[src/rtl/restoring_divider.sv]
// restoring_divider
//   Sequential restoring divider. Each RUN cycle shifts the partial
//   remainder/quotient pair {A,Q} left by one and trial-subtracts the divisor.
//   Latency is WIDTH+1 cycles from the accepting edge, or 1 cycle for a zero
//   divisor. All outputs are registered.
//
//   Optional feature macro: RESTORING_DIVIDER_SIGNED_EN
//     defined   -> two's complement operands, truncating division
//     undefined -> unsigned operands, no sign logic built
//
//   Ports
//     clk          in   rising-edge clock
//     rst_n        in   asynchronous active-low reset
//     start        in   request, sampled only while busy is low
//     dividend     in   [WIDTH] captured on the accepting edge
//     divisor      in   [WIDTH] captured on the accepting edge
//     busy         out  high from the accepting edge until the result edge
//     done         out  one-cycle pulse, results valid
//     quotient     out  [WIDTH] held until the next result edge
//     remainder    out  [WIDTH] held until the next result edge
//     div_by_zero  out  set with done when the divisor was 0
module restoring_divider #(
  parameter int WIDTH = 8
) (
  input  logic             clk,
  input  logic             rst_n,
  input  logic             start,
  input  logic [WIDTH-1:0] dividend,
  input  logic [WIDTH-1:0] divisor,
  output logic             busy,
  output logic             done,
  output logic [WIDTH-1:0] quotient,
  output logic [WIDTH-1:0] remainder,
  output logic             div_by_zero
);

  localparam int CW = $clog2(WIDTH + 1);

  typedef enum logic [1:0] {IDLE, RUN, FINISH} state_e;

  state_e             state_q, state_d;
  logic [WIDTH:0]     a_q, a_d;
  logic [WIDTH-1:0]   q_q, q_d;
  logic [WIDTH-1:0]   m_q, m_d;
  logic [CW-1:0]      cnt_q, cnt_d;
  logic               dz_q, dz_d;
  logic               busy_q, busy_d;
  logic               done_q, done_d;
  logic [WIDTH-1:0]   quot_q, quot_d;
  logic [WIDTH-1:0]   rem_q, rem_d;
  logic               dzo_q, dzo_d;
`ifdef RESTORING_DIVIDER_SIGNED_EN
  logic               negq_q, negq_d;   // operand signs differ
  logic               negr_q, negr_d;   // dividend was negative
`endif

  // One iteration's datapath. The MSB of A shifts out of the 2W+1-bit pair;
  // it is always 0 after a restore since A < M.
  logic [2*WIDTH:0]   sh;
  logic [WIDTH:0]     a_sh;
  logic [WIDTH-1:0]   q_sh;
  logic [WIDTH:0]     t;

  function automatic logic [WIDTH-1:0] mag(input logic [WIDTH-1:0] x);
`ifdef RESTORING_DIVIDER_SIGNED_EN
    // Most-negative value maps to itself, which is its correct unsigned magnitude.
    mag = x[WIDTH-1] ? -x : x;
`else
    mag = x;
`endif
  endfunction

  always_comb begin
    sh      = {a_q, q_q} << 1;
    a_sh    = sh[2*WIDTH:WIDTH];
    q_sh    = sh[WIDTH-1:0];
    t       = a_sh - {1'b0, m_q};

    state_d = state_q;
    a_d     = a_q;
    q_d     = q_q;
    m_d     = m_q;
    cnt_d   = cnt_q;
    dz_d    = dz_q;
    busy_d  = busy_q;
    done_d  = 1'b0;
    quot_d  = quot_q;
    rem_d   = rem_q;
    dzo_d   = dzo_q;
`ifdef RESTORING_DIVIDER_SIGNED_EN
    negq_d  = negq_q;
    negr_d  = negr_q;
`endif

    case (state_q)
      IDLE: begin
        if (start) begin
          a_d    = '0;
          cnt_d  = '0;
          m_d    = mag(divisor);
          busy_d = 1'b1;
`ifdef RESTORING_DIVIDER_SIGNED_EN
          negq_d = dividend[WIDTH-1] ^ divisor[WIDTH-1];
          negr_d = dividend[WIDTH-1];
`endif
          if (divisor == '0) begin
            // Keep the raw dividend in Q; it becomes the remainder as-is.
            q_d     = dividend;
            dz_d    = 1'b1;
            state_d = FINISH;
          end else begin
            q_d     = mag(dividend);
            dz_d    = 1'b0;
            state_d = RUN;
          end
        end
      end
      RUN: begin
        if (t[WIDTH]) begin
          a_d = a_sh;                   // restore
          q_d = {q_sh[WIDTH-1:1], 1'b0};
        end else begin
          a_d = t;
          q_d = {q_sh[WIDTH-1:1], 1'b1};
        end
        cnt_d = cnt_q + CW'(1);
        if (cnt_q == CW'(WIDTH - 1)) state_d = FINISH;
      end
      FINISH: begin
        done_d  = 1'b1;
        busy_d  = 1'b0;
        dzo_d   = dz_q;
        state_d = IDLE;
        if (dz_q) begin
          quot_d = '1;
          rem_d  = q_q;
        end else begin
`ifdef RESTORING_DIVIDER_SIGNED_EN
          quot_d = negq_q ? -q_q : q_q;
          rem_d  = negr_q ? -a_q[WIDTH-1:0] : a_q[WIDTH-1:0];
`else
          quot_d = q_q;
          rem_d  = a_q[WIDTH-1:0];
`endif
        end
      end
      default: state_d = IDLE;
    endcase
  end

  always_ff @(posedge clk or negedge rst_n) begin
    if (!rst_n) begin
      state_q <= IDLE;
      a_q     <= '0;
      q_q     <= '0;
      m_q     <= '0;
      cnt_q   <= '0;
      dz_q    <= 1'b0;
      busy_q  <= 1'b0;
      done_q  <= 1'b0;
      quot_q  <= '0;
      rem_q   <= '0;
      dzo_q   <= 1'b0;
`ifdef RESTORING_DIVIDER_SIGNED_EN
      negq_q  <= 1'b0;
      negr_q  <= 1'b0;
`endif
    end else begin
      state_q <= state_d;
      a_q     <= a_d;
      q_q     <= q_d;
      m_q     <= m_d;
      cnt_q   <= cnt_d;
      dz_q    <= dz_d;
      busy_q  <= busy_d;
      done_q  <= done_d;
      quot_q  <= quot_d;
      rem_q   <= rem_d;
      dzo_q   <= dzo_d;
`ifdef RESTORING_DIVIDER_SIGNED_EN
      negq_q  <= negq_d;
      negr_q  <= negr_d;
`endif
    end
  end

  assign busy        = busy_q;
  assign done        = done_q;
  assign quotient    = quot_q;
  assign remainder   = rem_q;
  assign div_by_zero = dzo_q;

endmodule

[config.mk]
export PLATFORM = sky130hd
export DESIGN_NAME = restoring_divider
export DESIGN_NICKNAME = d
export VERILOG_FILES = /design/src/rtl/restoring_divider.sv
export SDC_FILE = /design/constraint.sdc
export NUM_CORES = 1
export LEC_CHECK = 0
export ABC_AREA = 1
export CAP_MARGIN = 40
export CELL_PAD_IN_SITES_DETAIL_PLACEMENT = 0
export CELL_PAD_IN_SITES_GLOBAL_PLACEMENT = 1
export CORE_MARGIN = 2
export CORE_UTILIZATION = 30
export DETAILED_ROUTE_END_ITERATION = 8
export GPL_ROUTABILITY_DRIVEN = 0
export PLACE_DENSITY = 0.59
export SETUP_SLACK_MARGIN = 0.1
export SYNTH_ARGS = -nofsm -noshare
export SYNTH_HDL_FRONTEND = slang
export SYNTH_SLANG_ARGS = --single-unit
[constraint.sdc]
create_clock -name clk -period 5.55 [get_ports clk]
set_input_delay 1.665 -clock clk [delete_from_list [all_inputs] [get_ports clk]]
set_output_delay 1.665 -clock clk [all_outputs]
set_load 0.01 [all_outputs]
==> metrics <==
status completed; buffers and inverters on the worst path 1; starting density of the core 31.0%; Synth cell types 35; mean instance size in the synthesized netlist 8.27 um^2; I/O Pins 38; Tcrit/Tclk final a little over half; Post-route DRC 0; Clock H-tree levels 2; actual transition at the worst max-transition pin 665 ps; share of Yosys cell area claimed by the top area cell type 46.0%; total met2 wirelength after detailed routing roughly 2600 um; time the final worst path needs with I/O delays and setup 2920 ps; Sink Count 50; TritonCTS clock tree built; row count 34; crit path capture type output port; Hold-fix buffers, CTS 0; synth warn 0; remaining antenna violation count 0; Most used DFF post-synth dfrtp_1; cell taking the most area after synthesis dfrtp_1; clock latency on the worst-skew pair around 310 ps; share of synthesized registers carrying an async set or reset 100%; final standard cell utilization of the core between 30% and 40%; Hold Path Class flip-flop to flip-flop; buffer levels on the longest clock path 2; highest routed metal layer met4; maximum number of pins on one net before global-route repair between 50 and 60; via total after detailed routing 2,175; number of buffers added by the clock tree synthesis step 5; Largest stage delay, worst path ~550 ps; register bit count reported by yosys 50; final slew viol count 0; wire per inst between 10 and 15 um; number of antenna violations at the first check in global routing 0; DIE AREA ~0.0098 mm^2; maximum fanout along the worst path 2; Vias/cell about 4.6; detailed-placement wirelength estimate 4510 um; kind of cell adding the most delay to the critical path buffers and inverters; global-route wire length before repair around 11,000 um; Min Hold Slack ~480 ps; number of diodes added for antenna fixing 0; Congestion Overflow GR 0; P per Cell Area around 670 mW/mm^2; DRT Pass-1 Iters 4; number of DRC markers after the initial detailed-route iteration between 70 and 80; final number of hold-violating endpoints 0; Setup crit start kind flip-flop; Seq/Total Area, Yosys a little under half; met3 WL post-DR between 150 and 200 um; number of resized instances in the post-cts repair step 0; overall global routing resource usage between 10% and 20%; post-CTS repair timing setup buffer count 0; post-synth net total roughly 360; VDD IR max roughly 0.24 mV; count of nets after finishing 395; met1 WL 3310 um; critical path required time between 3000 and 4000 ps; number of synthesized flops with an enable pin 0; Total Power between 2000 and 2500 uW; RSZ-0062 raised after global routing false; top achievable clock speed roughly 340 MHz; vias in the first global route 2,073; Vert. Die Dim 99.2 um; signed area change from the synthesized netlist to the final layout 21.2%; post-synth design cell area approximately 0.0027 mm^2; slowest CP cell clkdlybuf4s50_1; core region area 0.00876 mm^2; worst slew margin relative to its limit a little under three fifths; static leakage power roughly 0.0016 uW; clock transition time at the flip-flop clock pins of the worst setup and hold paths ~100 ps; data arrival time of the worst path between 1000 and 1500 ps; ratio of cells with drive above 1 in the final layout 8.72%; total negative setup slack 0 ps; worst clock skew ~9.5 ps; ranking of synthesized cells by area dfrtp_1 46%, nand2_1 12%, inv_1 5.5%, o21ai_0 5.2%, ha_1 4.1%; number of buffers added on ports 37; number of maximum-capacitance constraint violations 0; Final Setup Violations 0; cell at the root of the clock tree clkbuf_8; number of fill cells in the layout ~970; category of the most critical setup path flip-flop to output port; critical path, cell by cell clkdlybuf4s50_1; cell count after synthesis 329; Final Routed Wirelength 6170 um; width of the chip 99.2 um
==> per-stage QoR <==
step                      instances  area, um^2  setup slack [ps]
after global placement          467        3180              2480
final                           475        3300              2630
after CTS                       475        3300              2620
after global routing            475        3300              2570
after floorplan                 329        2720              3220
after detailed placement        467        3180              2470
==> logic make-up (layout without fill, tap and decap cells) <==
family / after synthesis / in the layout / share of synthesized area [%]
and+or+nand+nor: 153 / 153 / 26.9
AOI/OAI and AO/OA: 58 / 58 / 12.6
xor gates and xnor gates: 4 / 4 / 1.29
adders and majority gates: 10 / 10 / 4.88
buffers and inverters: 54 / 92 / 8.37
DFF: 50 / 50 / 46.0
==> final timing paths <==
| path | from | endpoint | slack (ps) | cells past startpoint |
|---|---|---|---|---|
| min reg2reg | quotient[0] | quotient[0] | 480 | 2 |
| min in group asynchronous | rst_n | quotient[1] | 1450 | 2 |
| max | remainder[3] | remainder[3] | 2630 | 1 |
| min | quotient[0] | quotient[0] | 480 | 2 |
| max in group asynchronous | rst_n | a_q[7] | 3640 | 2 |
| max reg2reg | q_q[7] | a_q[7] | 3380 | 14 |
==> power breakdown <==
part           internal [uW]  switching [uW]  total [uW]
combinational            508             741        1250
clock                    138             136         274
sequential               538             137         675
==> cell usage in the layout, fill, tap and decap left out, types with 2 or more instances in the layout <==
cell type / netlist / routed
a21oi_1: 10 / 10
inv_2: 3 / 3
nor2_1: 27 / 27
xnor2_1: 2 / 2
inv_4: 2 / 2
nand2_4: 2 / 2
a22oi_1: 6 / 6
nand4_1: 3 / 3
dfrtp_1: 50 / 50
clkbuf_8: 0 / 5
nand3b_1: 4 / 4
ha_1: 9 / 9
nor2_4: 2 / 2
inv_1: 40 / 40
nand2_1: 90 / 90
nand3_1: 15 / 15
nand3_4: 3 / 3
xor2_1: 2 / 2
clkdlybuf4s50_1: 0 / 36
nand2_2: 3 / 3
o21ai_0: 28 / 28
o21ai_1: 8 / 8
==> sequential cells by signal, summed over array words and instances (netlist names) <==
name,count
cnt_q,4
q_q,8
m_q,8
dz_q,1
busy,1
div_by_zero,1
remainder,8
a_q,8
quotient,8
state_q,2
done,1
==> per-layer routing <==
layer / GRT usage [%] / up-vias
li1: - / 1126
met1: 20.4 / 1013
met2: 19.2 / 31
met3: 2.60 / 5
met4: 3.48 / 0
met5: 0 / -
==> cell type report <==
cell class,count,area [um^2],share of cell area [%]
clock inverters,3,48.8,1.48
multi-input cells,225,1240,37.7
well taps,108,135,4.10
repair buffers,38,373,11.3
inverters,46,178,5.39
clock buffers,5,68.8,2.09
flip-flops and latches,50,1250,38.0
==> cells in the mapped netlist (all sizes together) (2+ instances only) <==
cell type and n:
dfrtp 50, a21oi 12, a22oi 7, xnor2 2, buf 6, nor2 31, o21ai 36, clkbuf 2
nand2 96, nand4 3, nand3b 4, xor2 2, nand3 18, ha 9, inv 45
==> worst min-delay path: stages (launching register included) <==
cell	delay, ps
dfrtp_1	360
nand2_1	50
nand2_1	40
(Power assumes the default switching activity.)
